<file path="src/rtl/melody_seq_pkg.sv">
// Shared definitions for the melody sequencer: FSM states, step-word field
// positions, pattern depth and the tone_cfg packing helper.
package melody_seq_pkg;

    typedef enum logic [1:0] {
        ST_IDLE = 2'd0,
        ST_PLAY = 2'd1,
        ST_DONE = 2'd2
    } state_e;

    localparam int NOTE_LSB = 0;
    localparam int NOTE_MSB = 3;
    localparam int OCT_LSB  = 4;
    localparam int OCT_MSB  = 5;
    localparam int REST_BIT = 6;
    localparam int END_BIT  = 7;

    localparam int         STEP_WORDS = 16;
    localparam logic [7:0] END_WORD   = 8'h80;
    localparam int         TICK_W     = 24;

    // Packs a step word into the tone generator layout {tremolo, gate, octave, note}.
    function automatic logic [7:0] make_tone(input logic [7:0] word,
                                             input logic       gate_en,
                                             input logic       trem);
        return {trem, gate_en & ~word[REST_BIT],
                word[OCT_MSB:OCT_LSB], word[NOTE_MSB:NOTE_LSB]};
    endfunction

endpackage

</file>
<file path="src/rtl/melody_step_timer.sv">
// Per-step tick counter. o_gap_active describes the tick value being loaded on
// the coming edge. The gap comparator exists only when MELODY_SEQ_GAP_EN is defined.
module melody_step_timer
    import melody_seq_pkg::*;
#(
    parameter int STEP_TICKS = 1000000,
    parameter int GAP_TICKS  = 100000
) (
    input  logic clk,
    input  logic rst_n,
    input  logic i_run,
    input  logic i_clear,
    output logic o_step_end,
    output logic o_gap_active
);

    logic [TICK_W-1:0] r_tick;
    logic [TICK_W-1:0] w_tick_next;

    assign o_step_end = (r_tick == TICK_W'(STEP_TICKS - 1));

    // Next tick: cleared outside PLAY, wraps to zero at the end of each step.
    always_comb begin
        w_tick_next = r_tick;
        if (i_clear) begin
            w_tick_next = {TICK_W{1'b0}};
        end else if (i_run) begin
            if (o_step_end) begin
                w_tick_next = {TICK_W{1'b0}};
            end else begin
                w_tick_next = r_tick + TICK_W'(1);
            end
        end else begin
            w_tick_next = r_tick;
        end
    end

`ifdef MELODY_SEQ_GAP_EN
    assign o_gap_active = (w_tick_next >= TICK_W'(STEP_TICKS - GAP_TICKS));
`else
    assign o_gap_active = 1'b0;
`endif

    // Tick register.
    always_ff @(posedge clk or negedge rst_n) begin
        if (!rst_n) begin
            r_tick <= {TICK_W{1'b0}};
        end else begin
            r_tick <= w_tick_next;
        end
    end

endmodule

</file>
<file path="src/rtl/melody_sequencer.sv">
// 16-step melody sequencer driving a tone generator's 8-bit config word.
// Optional articulation gap at each step's end is enabled by MELODY_SEQ_GAP_EN.
module melody_sequencer
    import melody_seq_pkg::*;
#(
    parameter int STEP_TICKS = 1000000,
    parameter int GAP_TICKS  = 100000
) (
    input  logic       clk,
    input  logic       rst_n,
    input  logic       wr_en,
    input  logic [3:0] wr_addr,
    input  logic [7:0] wr_data,
    input  logic       start,
    input  logic       stop,
    input  logic       loop,
    input  logic       tremolo_in,
    output logic [7:0] tone_cfg,
    output logic [3:0] step_idx,
    output logic       busy,
    output logic       done
);

    state_e     r_state;
    logic [3:0] r_step_idx;
    logic [7:0] r_tone_cfg;
    logic       r_busy;
    logic       r_done;
    logic [7:0] r_ram [STEP_WORDS];

    logic       w_step_end;
    logic       w_gap_active;
    logic       w_timer_run;
    logic       w_timer_clear;
    logic [3:0] w_next_idx;
    logic       w_seq_end;
    logic [3:0] w_adv_idx;

    assign tone_cfg = r_tone_cfg;
    assign step_idx = r_step_idx;
    assign busy     = r_busy;
    assign done     = r_done;

    assign w_timer_run   = (r_state == ST_PLAY) && !stop;
    assign w_timer_clear = !w_timer_run;

    melody_step_timer #(
        .STEP_TICKS (STEP_TICKS),
        .GAP_TICKS  (GAP_TICKS)
    ) u_timer (
        .clk          (clk),
        .rst_n        (rst_n),
        .i_run        (w_timer_run),
        .i_clear      (w_timer_clear),
        .o_step_end   (w_step_end),
        .o_gap_active (w_gap_active)
    );

    // Sequence-end detection for the step after the current one.
    always_comb begin
        w_next_idx = r_step_idx + 4'd1;
        w_seq_end  = (r_step_idx == 4'd15) || r_ram[w_next_idx][END_BIT];
        if (w_seq_end) begin
            w_adv_idx = 4'd0;
        end else begin
            w_adv_idx = w_next_idx;
        end
    end

    // Pattern RAM: reset to end markers, writable only while not playing.
    always_ff @(posedge clk or negedge rst_n) begin
        if (!rst_n) begin
            for (int i = 0; i < STEP_WORDS; i++) begin
                r_ram[i] <= END_WORD;
            end
        end else if (wr_en && (r_state != ST_PLAY)) begin
            r_ram[wr_addr] <= wr_data;
        end
    end

    // Sequencer FSM; tone_cfg is computed from the upcoming step and tick so it
    // lines up with step_idx and the timer.
    always_ff @(posedge clk or negedge rst_n) begin
        if (!rst_n) begin
            r_state    <= ST_IDLE;
            r_step_idx <= 4'd0;
            r_tone_cfg <= 8'h00;
            r_busy     <= 1'b0;
            r_done     <= 1'b0;
        end else begin
            r_done <= 1'b0;
            case (r_state)
                ST_IDLE, ST_DONE: begin
                    r_tone_cfg <= 8'h00;
                    r_busy     <= 1'b0;
                    if (stop) begin
                        r_state    <= ST_IDLE;
                        r_step_idx <= 4'd0;
                    end else if (start) begin
                        r_step_idx <= 4'd0;
                        if (r_ram[0][END_BIT]) begin
                            r_state <= ST_DONE;
                            r_done  <= 1'b1;
                        end else begin
                            r_state    <= ST_PLAY;
                            r_busy     <= 1'b1;
                            r_tone_cfg <= make_tone(r_ram[0], ~w_gap_active, tremolo_in);
                        end
                    end
                end
                ST_PLAY: begin
                    if (stop) begin
                        r_state    <= ST_IDLE;
                        r_step_idx <= 4'd0;
                        r_tone_cfg <= 8'h00;
                        r_busy     <= 1'b0;
                    end else if (w_step_end) begin
                        if (w_seq_end && !loop) begin
                            r_state    <= ST_DONE;
                            r_step_idx <= 4'd0;
                            r_tone_cfg <= 8'h00;
                            r_busy     <= 1'b0;
                            r_done     <= 1'b1;
                        end else begin
                            r_step_idx <= w_adv_idx;
                            r_tone_cfg <= make_tone(r_ram[w_adv_idx], ~w_gap_active, tremolo_in);
                        end
                    end else begin
                        r_tone_cfg <= make_tone(r_ram[r_step_idx], ~w_gap_active, tremolo_in);
                    end
                end
                default: begin
                    r_state    <= ST_IDLE;
                    r_step_idx <= 4'd0;
                    r_tone_cfg <= 8'h00;
                    r_busy     <= 1'b0;
                end
            endcase
        end
    end

endmodule
</file>
<file path="config.mk">
export PLATFORM = sky130hd
export DESIGN_NAME = melody_sequencer
export DESIGN_NICKNAME = d
export VERILOG_FILES = /design/src/rtl/melody_seq_pkg.sv /design/src/rtl/melody_step_timer.sv /design/src/rtl/melody_sequencer.sv
export SDC_FILE = /design/constraint.sdc
export NUM_CORES = 1
export LEC_CHECK = 0
export CORE_UTILIZATION = 66
export CTS_CLUSTER_SIZE = 16
export DETAILED_ROUTE_END_ITERATION = 6
export PLACE_DENSITY = 0.92
export SLEW_MARGIN = 20
export SYNTH_ARGS = -nofsm -noshare
export SYNTH_HDL_FRONTEND = slang
export SYNTH_SLANG_ARGS = --single-unit
</file>
<file path="constraint.sdc">
create_clock -name clk -period 9.04 [get_ports clk]
set_input_delay 1.808 -clock clk [delete_from_list [all_inputs] [get_ports clk]]
set_output_delay 1.808 -clock clk [all_outputs]
set_load 0.01 [all_outputs]
</file>
==> results.json <==
{
  "status": "finished with violations",
  "violations": "design-rule violations",
  "antenna_found_initial": 0,
  "synth.distinct_cells": 57,
  "drt-initial-drc-count": 1152,
  "final_max_slew_viol_count": 0,
  "grt_pass1_vias": 6730,
  "vias": 6776,
  "worst-path-buf-inv": 1,
  "synth-compound-area-share_pct": 7.91,
  "cp_top_family": "compound AO/OA/AOI/OAI gates",
  "cts_tree": "built",
  "yosysTopAreaCell": "dfrtp_1",
  "critPathArrivalTime_ps": 4440,
  "fin_skew_ps": 7.53,
  "syn-cell-area_um2": 8860,
  "fmax_mhz": 244,
  "post_cts_buffers": 0,
  "ys_seq_area_share_pct": 47.7,
  "cts_htree_levels": 4,
  "required_ps": 9390,
  "dp_hpwl_um": 15500,
  "ys_warn_count": 0,
  "antenna_cells": 0,
  "track_usage_pct": 36.4,
  "drc": 7,
  "max_stage_delay_ps": 640,
  "postCtsHoldBufs": 0,
  "synth_fa_ha_area_share_pct": 0.282,
  "synth_top_family_by_area": "multiplexers",
  "cp_max_fo": 55,
  "dieHeight_um": 118,
  "leakagePower_nw": 4.00,
  "path_class": "reg2reg",
  "synth_area_leaders": "dfrtp_1 (43%), mux2_2 (18%), mux4_2 (9.9%), dfstp_2 (4.7%), nand2_1 (2.8%)",
  "cp-start-kind": "register",
  "finalNetCount": 762,
  "fin_crit_sh_pct": 45.3,
  "drtPass1Iterations": 7,
  "core_um2": 12900,
  "yosys.area_share.simple_pct": 9.71,
  "gr-total-overflow": 0,
  "muxShareOfSynthArea_pct": 29.4,
  "avgSynthCellArea_um2": 12.3,
  "cts.sinks": 168,
  "synth_top_area_share_pct": 42.9,
  "clk_latency_ps": 440,
  "syn2layout_area_growth_pct": 11.4,
  "grt_pass1_wl_um": 38100,
  "worst_pin_slew_ps": 1160,
  "power.total_mw": 2.30,
  "numCtsBuffers": 17,
  "setup_violations": 0,
  "slew_headroom_pct": 22.2,
  "finalCriticalPeriod_ps": 4100,
  "wl_um": 24000,
  "endpoint_kind": "register",
  "cts-root-buf": "clkbuf_16",
  "syn_inst": 721,
  "ant_nets": 0,
  "viasPerCell": 7.32,
  "ios": 33,
  "port_buffers": 32,
  "start_util_pct": 68.8,
  "grt_max_degree": 111,
  "peakVddDrop_mv": 0.154,
  "gp_congestion": 0.979,
  "synth-xor-area-share_pct": 2.36,
  "cts_resized": 0,
  "wl_per_cell_um": 26.0,
  "cap_violations": 0,
  "ys_seq_elements": 168,
  "rsz0062_at_grt": "false",
  "clkSlewWorstSetupHoldPaths_ps": 60,
  "async_flop_share_pct": 100,
  "synth.net_count": 742,
  "finalSetupTns_ps": 0,
  "die_area_um2": 13900,
  "cts_buffer_depth": 2,
  "min_path_type": "reg2reg",
  "num_rows": 41,
  "synth-edff-count": 0,
  "powerDensity_nw_per_um2": 233,
  "fp.dieW_um": 118,
  "path_cells": "buf_4 > ha_1 > mux4_2 > mux2i_1 > nand3_1 > a211oi_4 > and2_1 > a222oi_1 > o21ai_1",
  "finalHoldViolations": 0,
  "dominantRegCellSynth": "dfrtp_1",
  "drive_above_1_share_pct": 32.2,
  "cp_slowest_cell": "buf_4"
}
routing by layer:
| metal | wire length, um | GRT usage, % | up-vias | share of wire (%) |
|---|---|---|---|---|
| met5 | 0 | 0 | - | 0 |
| met1 | 9000 | 49.3 | 3350 | 37 |
| met3 | 2710 | 9.21 | 142 | 11 |
| li1 | - | - | 2729 | - |
| met4 | 1370 | 21.1 | 0 | 5.7 |
| met2 | 11000 | 53.7 | 555 | 46 |
path summary, 6_finish.rpt:
path	from	end	depth (start not counted)	slack, ps
min in group asynchronous	rst_n	u_timer.r_tick[10]	1	1320
hold reg to reg	r_ram[6]	r_ram[6]	1	530
setup / recovery	step_idx[0]	tone_cfg[1]	9	4940
setup reg to reg	step_idx[0]	tone_cfg[1]	9	4940
max in group asynchronous	rst_n	r_ram[4]	3	6250
hold / removal	r_ram[6]	r_ram[6]	1	530
stage by stage:
step	hold slack (ps)	util, %	instance area (um2)	instances	worst slack, ps
floorplan	455	-	8860	721	5790
global placement	469	71.9	9260	893	4920
detailed placement	489	71.9	9260	893	4750
CTS	514	76.5	9850	925	5030
global route	547	76.7	9870	926	4750
finish	529	76.7	9870	926	4940
cell usage in the layout (no fill, tap or decap), types with 10 or more instances in the layout:
master           count
o22ai_1             13
mux2_2             138
mux2i_1             16
dfrtp_1            151
clkbuf_16           17
dfstp_2             16
xnor2_1             10
nand3_1             23
nand2_1             65
o21ai_0             18
xor2_1              12
mux4_2              39
clkdlybuf4s50_1     31
nor2_1              57
where the power goes:
part | switching, mW | total, mW | internal (mW)
clock network | 0.291 | 0.738 | 0.448
registers | 0.164 | 1.09 | 0.929
logic | 0.211 | 0.471 | 0.260
registers in the layout (all words and copies together), names as in the netlist:
register	count
r_ram	128
u_timer.r_tick	24
tone_cfg	8
step_idx	4
r_state	2
busy	1
done	1
Yosys cell counts, drive strengths merged, types with 3 or more instances:
master and count:
dfrtp 152, mux2 139, nand2 65, nor2 58, mux4 39, o21ai 24
nand3 23, clkbuf 21, buf 20, dfstp 16, mux2i 16, o22ai 14
xor2 12, xnor2 11, and3 9, nor3 8, a211oi 7, a31oi 7
nand2b 7, o21a 7, a21oi 6, a32oi 6, inv 6, a221oi 5
a222oi 5, or3 4, nand4 3, nor4 3, o31ai 3, or2 3
or4 3
cell type report:
cell class / instances / area (um2)
Clock buffer: 24 / 472
Clock inverter: 8 / 120
Fill cell: 694 / 3000
Inverter: 6 / 22.5
Multi-Input combinational cell: 506 / 4400
Sequential cell: 168 / 4230
Tap cell: 172 / 215
Timing Repair Buffer: 42 / 417
cell families (layout without fill, tap and decap cells):
group | Yosys count | in the layout
XOR/XNOR | 23 | 23
buffers and inverters | 47 | 80
adder cells (fa/ha/maj) | 2 | 2
AND/OR/NAND/NOR | 191 | 191
flip-flops | 168 | 168
AO/OA/AOI/OAI | 96 | 96
multiplexers | 194 | 194
Note: power is estimated with default switching activity, not from simulation.
==> edit 1 (config.mk and constraints unchanged) <==
Encoding of `state_e`: now one-hot (3 bits for 3 states).
--- a/src/rtl/melody_seq_pkg.sv
+++ b/src/rtl/melody_seq_pkg.sv
@@ -2,10 +2,10 @@
 // positions, pattern depth and the tone_cfg packing helper.
 package melody_seq_pkg;
 
-    typedef enum logic [1:0] {
-        ST_IDLE = 2'd0,
-        ST_PLAY = 2'd1,
-        ST_DONE = 2'd2
+    typedef enum logic [2:0] {
+        ST_IDLE = 3'b001,
+        ST_PLAY = 3'b010,
+        ST_DONE = 3'b100
     } state_e;
 
     localparam int NOTE_LSB = 0;
Function: same outputs for any inputs over 4 cycles, from zero or initial values and one cycle with rst_n low; so few cycles prove little.
==> edit 1 against the original RTL <==
- wire length rose by 5.3%
- largest cell class unchanged
- cell area rose by 3.1%
- non-clock buffer count rose by 1
- critical path depth rose by 1
- worst setup slack got worse by 790 ps
- clock power fell by 7.2%
- power fell by 7.0%
- synthesized area rose by 3.7%
- first-iteration DRC count fell by 31%
- final cell count rose by 5.3%
- sequential cell count rose by 1
==> edit 1: results (changes against the original RTL) <==
Synthesis
  • Post-synth top area share: 41.4% (-1.5 points)
  • Synth Area in Adders: 0.272% (-0.010 points)
  • Yosys cell types: 64 (+12%)
  • Sequential area share after synthesis: 46.3% (-1.4 points)
  • Post-synth top cells: dfrtp_1 (152), mux2_2 (138), nor2_1 (52)
  • Area fraction in compound gates after synthesis: 8.57% (+0.66 points)
  • Mapped Nets: 790 (+6.5%)
  • Mux share of post-synthesis cell area: 28.7% (-0.69 points)
  • Ranking of synthesized cells by area: dfrtp_1 (41%), mux2_2 (17%), mux4_2 (9.3%)

Global routing
  • Largest net degree at the start of global routing: 103 (-7.2%)
  • Met1 Use GR: 46.9% (-2.4 points)
  • Routing usage on met2: 59.9% (+6.2 points)
  • Vias in the first global route: 7193 (+6.9%)
  • First-pass GRT wire length: 40100 um (+5.2%)
  • Met3 usage: 9.65% (+0.44 points)

Route
  • Wl on met1: 9230 um (+2.7%)
  • DR WL/cell: 26.0 um (about the same)
  • TritonRoute pass-1 iters: 5 (-2)
  • Routed wl met3: 2480 um (-8.5%)
  • 1st-iter DRT viols: 795 (-31%)
  • Vias: 7044 (+4.0%)
  • DR WL met2: 12000 um (+9.8%)

Clocking
  • Clk sinks: 169 (+0.60%)
  • Clock slew at reported path FFs: 60 ps (about the same)

Placement
  • Pre-CTS WS: 4420 ps (-324 ps)
  • DP Area: 9620 um2 (+3.9%)
  • Dpl hpwl: 16300 um (+5.3%)
  • Routability cong.: 0.981 (+0.29%)

Floorplanning
  • Cell Rows: 42 (+2.4%)

Final layout
  • Layout Nets: 807 (+5.9%)
  • Signal buf overhead: 3.97% (-0.25 points)
  • Multi-input combinational area share: 46.5% (+1.9 points)
  • Clk tree area frac: 5.37% (-0.62 points)
  • Non-CTS buffers: 43 (+2.4%)
  • Fraction of area in registers: 41.8% (-1.0 points)
  • Register area: 4250 um2 (+0.62%)
  • Max reg flops: 128 (unchanged)
  • CLK BUF: 22 (-8.3%)

Outcome
  • Outcome: finished clean

Timing
  • Slew HR: 13.6% (-8.6 points)
  • Clk_skew: 8.56 ps (+1.03 ps)

Worst setup path
  • CP max-delay cell: o31a_1
  • Critical Path AT: 5200 ps (+760 ps)
  • Critical Path Fanout Max: 61 (+11%)

Power
  • Leak Pwr: 4.00 nW (about the same)
## edit 1: changes by cell type in the layout (fill, tap and decap cells not counted), sizes merged, moves of 6 or more
cell / change
a2111oi: +7
a21oi: +23
inv: +6
mux2i: +7
nand2: -17
nand3: +16
nor2b: +10
nor4: +7
o22ai: -13
## edit 1: worst paths after layout
check                           depth (start not counted)  slack (ps)                           to                        start
worst max-delay path                                   10        4160        tone_cfg[5]$_DFF_PN0_      step_idx[0]$_DFFE_PN0P_
worst min-delay path                                    1         510  u_timer.r_tick[0]$_DFF_PN0_  u_timer.r_tick[0]$_DFF_PN0_
worst max register to register                         10        4160        tone_cfg[5]$_DFF_PN0_      step_idx[0]$_DFFE_PN0P_
worst min register to register                          1         510  u_timer.r_tick[0]$_DFF_PN0_  u_timer.r_tick[0]$_DFF_PN0_
max in group asynchronous                               2        6100        r_ram[81]$_DFFE_PN0P_                        rst_n
min in group asynchronous                               1        1490        r_ram[78]$_DFFE_PN0P_                        rst_n
## edit 1: per-stage QoR
stage,cells,total power [mW]
2_1_floorplan,769,1.30
3_3_place_gp,943,1.41
3_5_place_dp,943,1.45
4_1_cts,975,2.13
5_1_grt,975,2.22
6_report,975,2.14
## edit 1: cells by family after synthesis
group / count (synthesis)
adders and majority gates: 2
muxes: 199
DFF: 169
xor gates and xnor gates: 26
buffers and inverters: 51
AOI/OAI and AO/OA: 115
and+or+nand+nor: 207
## edit 1: where the power goes
part | internal [mW] | switching (mW)
combinational | 0.229 | 0.180
clock | 0.383 | 0.302
sequential | 0.914 | 0.133
==> edit 2 (config.mk and constraints unchanged) <==
Without the edit above. Build with the macro `MELODY_SEQ_GAP_EN` defined.
--- a/src/rtl/melody_step_timer.sv
+++ b/src/rtl/melody_step_timer.sv
@@ -1,5 +1,7 @@
 // Per-step tick counter. o_gap_active describes the tick value being loaded on
 // the coming edge. The gap comparator exists only when MELODY_SEQ_GAP_EN is defined.
+`define MELODY_SEQ_GAP_EN
+
 module melody_step_timer
     import melody_seq_pkg::*;
 #(
Behaviour: no difference found for any inputs over 4 cycles, from zero or initial values and one cycle with rst_n low; that may be too few to reach the edited logic, so the function may still have changed.
==> edit 2 against the original RTL <==
- worst setup slack lost 610 ps
- via count rose by 7.5%
- hold slack lost 25 ps
- power decreased by 3.2%
- cell area is 3.8% higher
- synthesized area increased by 4.7%
- synthesized cell count is 6.2% higher
- sequential cell count did not move
- wire length up 7.9%
- critical endpoint is now tone_cfg[6]$_DFF_PN0_
- highest routed layer unchanged
==> edit 2: results (changes against the original RTL) <==
Final layout
  • Layout Nets: 798 (+4.7%)
  • Layout cells sized above 1: 32.4% (+0.22 points)
  • Fillers: 803 (+16%)

Timing
  • Slew HR: 26.0% (+3.9 points)
  • Fmax: 212 MHz (-13%)
  • Hold WS: 504 ps (-24.6 ps)
  • Clk_skew: 18.9 ps (+11.4 ps)

Worst setup path
  • Critical Path Fanout Max: 23 (-58%)
  • R2R setup slack: 4330 ps (-610 ps)
  • Max incr delay on CP: 790 ps (+150 ps)
  • CP max-delay cell: nand3_1

Power
  • Clock network power: 0.712 mW (-3.5%)
  • NetSw: 0.634 mW (-4.7%)
  • Total Power: 2.23 mW (-3.2%)
  • Leak Pwr: 4.05 nW (+1.2%)
  • Power Dens Cells: 217 nW/um2 (-6.8%)

Global routing
  • Vias in the first global route: 7323 (+8.8%)
  • First-pass GRT wire length: 40500 um (+6.1%)

Route
  • DR WL/cell: 26.9 um (+3.6%)
  • Via density: 7.55 (+3.1%)
  • 1st-iter DRT viols: 1118 (-3.0%)
  • TritonRoute pass-1 iters: 5 (-2)

Outcome
  • Outcome: finished clean

Placement
  • Pre-CTS WS: 4560 ps (-193 ps)
  • DP Area: 9690 um2 (+4.7%)
  • Cell Count Post-Placement: 934 (+4.6%)

Synthesis
  • Synth Area in Adders: 0.270% (-0.013 points)
  • Ranking of synthesized cells by area: dfrtp_1 (41%), mux2_2 (17%), mux4_2 (10%)
  • Mux share of post-synthesis cell area: 29.3% (-0.16 points)
  • Area fraction in compound gates after synthesis: 8.93% (+1.0 points)
  • Gate Count Post-Synth: 766 (+6.2%)
  • Yosys cell types: 70 (+23%)

Min path
  • WHS Endpoint: busy$_DFFE_PN0P_
  • Hold Path Origin: busy$_DFFE_PN0P_
edit 2: changes by cell type after synthesis, moves of 7 or more:
cell      before  now
nand2_1       65   39
clkbuf_1      21   35
a21oi_1        6   18
o21a_1         7    0
o22ai_1       13    6
edit 2: layout make-up:
class | count | share of cell area (%)
clock buffer | 23 | 4.47
timing repair buffer | 44 | 4.02
multi-input combinational | 539 | 46.9
tap | 176 | 2.15
clock inverter | 8 | 0.964
sequential | 168 | 41.2
inverter | 7 | 0.256
edit 2: layer usage:
layer / wire [um] / global-route usage [%]
met1: 9450 / 48.8
met2: 12000 / 57.6
met3: 2990 / 10.4
met4: 1520 / 21.9
met5: 0 / 0
edit 2: kinds of logic after synthesis:
logic type               count (synthesis)
multiplexers                           199
AND/OR/NAND/NOR                        199
flip-flops                             168
AO/OA/AOI/OAI                          114
buffers and inverters                   59
XOR/XNOR                                25
adder cells (fa/ha/maj)                  2
